**src/rtl/uart_pkg.sv**
```systemverilog
// Shared definitions for the 8N1 UART receiver.
// State encoding and frame width constant.
package uart_pkg;

  typedef enum logic [1:0] {
    IDLE,
    START,
    DATA,
    STOP
  } rx_state_e;

  localparam int DATA_BITS = 8;

endpackage

```
**src/rtl/uart_rx_sync.sv**
```systemverilog
// Two-flop synchroniser for the asynchronous RX pin.
// Resets to 1 so an idle line never looks like a start bit.
module uart_rx_sync (
  input  logic clk,
  input  logic rst_n,
  input  logic d,
  output logic q
);

  logic [1:0] sync_q;
  logic [1:0] sync_d;

  always_comb begin
    sync_d = {sync_q[0], d};
  end

  always_ff @(posedge clk or negedge rst_n) begin
    if (!rst_n) begin
      sync_q <= 2'b11;
    end else begin
      sync_q <= sync_d;
    end
  end

  assign q = sync_q[1];

endmodule

```
**src/rtl/uart_rx.sv**
```systemverilog
// 8N1 UART receiver, mid-bit sampling, 1-cycle rx_d strobe.
// Define UART_RX_FRAME_ERR_EN to add the frame_err strobe port.
module uart_rx
  import uart_pkg::*;
#(
  parameter int clk_per_bit = 5208
) (
  input  logic       clk,
  input  logic       rst_n,
  input  logic       rx_serial,
  output logic       rx_d,
  output logic [7:0] rx_rec
`ifdef UART_RX_FRAME_ERR_EN
  ,
  output logic       frame_err
`endif
);

  localparam int CW = $clog2(clk_per_bit);
  localparam logic [CW-1:0] MID  = CW'((clk_per_bit - 1) / 2);
  localparam logic [CW-1:0] LAST = CW'(clk_per_bit - 1);
  localparam logic [2:0] LAST_BIT = 3'(DATA_BITS - 1);

  logic rx_line;

  rx_state_e state_q, state_d;
  logic [CW-1:0] clk_cnt_q, clk_cnt_d;
  logic [2:0] bit_idx_q, bit_idx_d;
  logic [7:0] shift_q, shift_d;
  logic [7:0] rx_rec_q, rx_rec_d;
  logic rx_d_q, rx_d_d;
`ifdef UART_RX_FRAME_ERR_EN
  logic ferr_q, ferr_d;
`endif

  uart_rx_sync u_sync (
    .clk  (clk),
    .rst_n(rst_n),
    .d    (rx_serial),
    .q    (rx_line)
  );

  always_comb begin
    state_d   = state_q;
    clk_cnt_d = clk_cnt_q;
    bit_idx_d = bit_idx_q;
    shift_d   = shift_q;
    rx_rec_d  = rx_rec_q;
    rx_d_d    = 1'b0;
`ifdef UART_RX_FRAME_ERR_EN
    ferr_d    = 1'b0;
`endif
    unique case (state_q)
      IDLE: begin
        clk_cnt_d = '0;
        bit_idx_d = '0;
        if (!rx_line) begin
          state_d = START;
        end
      end
      START: begin
        if (clk_cnt_q == MID) begin
          clk_cnt_d = '0;
          // still low at mid start bit, else a glitch
          state_d   = rx_line ? IDLE : DATA;
        end else begin
          clk_cnt_d = clk_cnt_q + CW'(1);
        end
      end
      DATA: begin
        if (clk_cnt_q == LAST) begin
          clk_cnt_d = '0;
          shift_d[bit_idx_q] = rx_line;
          if (bit_idx_q == LAST_BIT) begin
            bit_idx_d = '0;
            state_d   = STOP;
          end else begin
            bit_idx_d = bit_idx_q + 3'd1;
          end
        end else begin
          clk_cnt_d = clk_cnt_q + CW'(1);
        end
      end
      STOP: begin
        if (clk_cnt_q == LAST) begin
          clk_cnt_d = '0;
          state_d   = IDLE;
          if (rx_line) begin
            rx_d_d   = 1'b1;
            rx_rec_d = shift_q;
          end else begin
`ifdef UART_RX_FRAME_ERR_EN
            ferr_d = 1'b1;
`endif
          end
        end else begin
          clk_cnt_d = clk_cnt_q + CW'(1);
        end
      end
      default: begin
        state_d = IDLE;
      end
    endcase
  end

  always_ff @(posedge clk or negedge rst_n) begin
    if (!rst_n) begin
      state_q   <= IDLE;
      clk_cnt_q <= '0;
      bit_idx_q <= '0;
      shift_q   <= '0;
      rx_rec_q  <= '0;
      rx_d_q    <= 1'b0;
    end else begin
      state_q   <= state_d;
      clk_cnt_q <= clk_cnt_d;
      bit_idx_q <= bit_idx_d;
      shift_q   <= shift_d;
      rx_rec_q  <= rx_rec_d;
      rx_d_q    <= rx_d_d;
    end
  end

`ifdef UART_RX_FRAME_ERR_EN
  always_ff @(posedge clk or negedge rst_n) begin
    if (!rst_n) begin
      ferr_q <= 1'b0;
    end else begin
      ferr_q <= ferr_d;
    end
  end

  assign frame_err = ferr_q;
`endif

  assign rx_d   = rx_d_q;
  assign rx_rec = rx_rec_q;

endmodule

```
**config.mk**
```make
export PLATFORM = sky130hd
export DESIGN_NAME = uart_rx
export DESIGN_NICKNAME = d
export VERILOG_FILES = /design/src/rtl/uart_pkg.sv /design/src/rtl/uart_rx_sync.sv /design/src/rtl/uart_rx.sv
export SDC_FILE = /design/constraint.sdc
export NUM_CORES = 1
export LEC_CHECK = 0
export CAP_MARGIN = 15
export CELL_PAD_IN_SITES_DETAIL_PLACEMENT = 1
export CELL_PAD_IN_SITES_GLOBAL_PLACEMENT = 2
export CORE_MARGIN = 10
export CORE_UTILIZATION = 35
export CTS_CLUSTER_DIAMETER = 40
export CTS_CLUSTER_SIZE = 10
export DETAILED_ROUTE_END_ITERATION = 8
export PLACE_DENSITY = 0.74
export REMOVE_ABC_BUFFERS = 1
export SYNTH_ARGS = -nofsm -noshare
export SYNTH_HDL_FRONTEND = slang
export SYNTH_SLANG_ARGS = --single-unit
export TNS_END_PERCENT = 10
```
**constraint.sdc**
```tcl
create_clock -name clk -period 4.81 [get_ports clk]
set_clock_uncertainty 0.05 [all_clocks]
set_input_delay 0.962 -clock clk [delete_from_list [all_inputs] [get_ports clk]]
set_output_delay 0.962 -clock clk [all_outputs]
set_load 0.02 [all_outputs]
```
==> metrics.txt <==
status complete, no violations; core area just over 0.005 sq mm; CTS tree built; synthesis-stage register bit count 37; fin. max-slew vios 0; setup_tns 0 ps; ratio of cells with drive above 1 in the final layout between 15 and 20%; leak pwr around 0.84 nW; Clock Power Share 38.9%; die width 91.6 um; IR Drop Worst-Case VDD 0.000140 V; critical setup path kind flop to flop; clock sink count 37; R2R Setup Slk 2290 ps; n_diodes 0; CTS Hold Bufs 0; CP startpoint kind flop; Max Freq 397 MHz; Worst Path Required 4900 ps; H-Tree Depth 2; first drt pass iteration count 4; I/O Buffers 11; PD cells 258 mW/mm^2; Clock transition at path regs 70 ps; synthesized area roughly 0.0018 sq mm; Final Hold Vio Count 0; mean post-synth cell area 11.3 sq um; Sw Ratio between 20% and 30%; Psw 0.112 mW; worst hold margin 314 ps; largest family of logic cells by synthesized area simple AND/OR/NAND/NOR gates; worst skew pair latency 280 ps; DP HPWL between 2000 and 3000 um; CTS buffer count 5; total power 0.527 mW; RD Place Congestion 0.736; full die area between 0.008 and 0.009 sq mm; via count 1214; Ys Warns 0; Worst Setup SP clk_cnt_q[9]; crit share post-route a little over half; post-synthesis adder-cell area fraction 2.09%; Slew HR 58.5%; final wirelength 3600 um; routed wl met3 between 100 and 150 um; most frequent cells in the layout dfrtp_1, nor2_1, mux2_2, nand3_1, clkdlybuf4s50_1; Ports 12; crit path DAT 2610 ps; Final Net Count 175; sequential share of power 59.6%; CP Capture Point clk_cnt_q[10]; synth-to-layout area growth 13.6%; RSZ-0062 raised after global routing false; Internal Power 0.415 mW; final worst path period need 2520 ps; first-pass GRT wire length 6510 um; post-synthesis mux area share 10.0%; Slowest-stage cell, CP or3_1; FF-to-FF End clk_cnt_q[10]; register area share after synthesis 51.7%; Max Root-Sink Buffers 2; Worst R2R Path Depth 4; XOR/XNOR share of the synthesized area 5.37%; number of global-route vias before repair 1330; DRC 0; Min-Delay Path Class flop to flop; Tot GR Track Use 9.37%; die height 91.6 um; DR vias/cell between 5 and 6; CTS Root Buffer Type clkbuf_8; M1 wire length between 1500 and 2000 um; Final Setup Violations 0; critical path, cell by cell or4b_4 -> or3_1 -> a21oi_2 -> nor2_1; row count 26; met2 WL 1710 um; number of distinct library cells after synthesis 38; Comb power frac 1.5%; actual slew at the worst max-slew pin 623 ps; Top Metal Used met4; effective utilization at floorplan 35.6%; compound-gate portion of the synthesized area 2.79%; Max stage delay on crit path just over 600 ps; crit-path max FO 13; Detailed Route Iter0 Violations 65; largest net degree at the start of global routing 38; routed len/inst approximately 15 um; GRT Residual Overflow 0; Simple-Gate Fraction of Synth Area 24.9%; ANT nets after route 0; Post-CTS Setup Inserts 0; reg-to-reg startpoint clk_cnt_q[9]; Syn Inst Count 159; most common cell after layout, fill and taps aside dfrtp_1; Max Cap Viol 0; post-CTS resize count 0; Core Util, Final 40.4%; number of antenna violations at the first check in global routing 0; critical path capture point type flop
## worst min-delay path by stage
| stage | from | end | slack, ps | cells past startpoint |
|---|---|---|---|---|
| 2_1_floorplan | u_sync.sync_q[0] | u_sync.sync_q[1] | 300 | 0 |
| 3_3_place_gp | u_sync.sync_q[0] | u_sync.sync_q[1] | 300 | 0 |
| 3_5_place_dp | u_sync.sync_q[0] | u_sync.sync_q[1] | 300 | 0 |
| 4_1_cts | u_sync.sync_q[0] | u_sync.sync_q[1] | 320 | 0 |
| 5_1_grt | u_sync.sync_q[0] | u_sync.sync_q[1] | 320 | 0 |
| 6_report | u_sync.sync_q[0] | u_sync.sync_q[1] | 310 | 0 |
## registers in the layout, summed over array words and instances, names as in the netlist, named ones only
name	cells
clk_cnt_q	13
rx_rec	8
shift_q	8
bit_idx_q	3
u_sync.sync_q	2
rx_d	1
state_q	1
## kinds of logic (layout without fill, tap and decap cells)
group           Yosys count  after routing
buf+inv                  12             23
fa+ha+maj                 3              3
compound gates            7              7
simple gates             73             73
xor+xnor                 11             11
flops                    37             37
mux                      16             16
## power groups by stage
stage	sequential [mW]	clock [mW]	combinational, mW
final	0.314	0.205	0.00800
after global routing	0.314	0.228	0.00980
after CTS	0.314	0.213	0.00867
after detailed placement	0.320	0	0.00865
after global placement	0.320	0	0.00831
after floorplan	0.319	0	0.000208
## area by class of cell
cell class / instances / area [sq um]
Clock buffer: 6 / 72.6
Tap cell: 70 / 87.6
Sequential cell: 37 / 928
Multi-Input combinational cell: 110 / 812
Clock inverter: 2 / 10.0
Fill cell: 553 / 3000
Inverter: 3 / 11.3
Timing Repair Buffer: 12 / 118
## per-stage QoR
stage               cells  instance area [sq um]  setup slack (ps)
floorplan             150                   1750              2490
global placement      232                   1960              2380
detailed placement    232                   1960              2280
CTS                   240                   2040              2250
global route          240                   2040              2110
finish                240                   2040              2290
## worst max-delay path, delay by kind of cell (launching register included)
family             cells  cell delay (ps)
AOI/OAI and AO/OA      1              590
DFF                    1              450
and+or+nand+nor        3             1280
## metal layers
| metal | track usage (%) | vias up |
|---|---|---|
| met4 | 3.13 | 0 |
| met2 | 15.5 | 12 |
| li1 | - | 583 |
| met1 | 11.1 | 613 |
| met5 | 0 | - |
| met3 | 3.10 | 6 |
## cell usage after synthesis
library cell | n | area share [%]
dfrtp_1 | 35 | 49
nor2_1 | 20 | 4.2
mux2_2 | 14 | 8.8
nand3_1 | 12 | 3.3
nand2_1 | 9 | 1.9
xnor2_1 | 9 | 4.4
nor3_1 | 6 | 1.7
nand4_1 | 5 | 1.7
a31oi_1 | 4 | 1.4
clkbuf_1 | 4 | 0.84
ha_1 | 3 | 2.1
inv_1 | 3 | 0.63
nand4b_1 | 3 | 1.5
buf_1 | 2 | 0.42
buf_2 | 2 | 0.56
dfstp_2 | 2 | 2.9
mux2_1 | 2 | 1.3
nor2b_1 | 2 | 0.70
nor4b_4 | 2 | 2.6
xor2_1 | 2 | 0.98
a21oi_2 | 1 | 0.49
a41oi_1 | 1 | 0.49
and2_1 | 1 | 0.35
and4_1 | 1 | 0.49
buf_6 | 1 | 0.63
nand2b_1 | 1 | 0.35
nand3b_1 | 1 | 0.42
nand4bb_1 | 1 | 0.63
nor3_2 | 1 | 0.56
nor3b_1 | 1 | 0.42
nor4_1 | 1 | 0.35
nor4_4 | 1 | 1.2
nor4b_1 | 1 | 0.49
nor4bb_1 | 1 | 0.56
o211ai_1 | 1 | 0.42
or3_1 | 1 | 0.35
or4_1 | 1 | 0.42
or4b_4 | 1 | 0.77
Power figures use the tool's default switching activity.
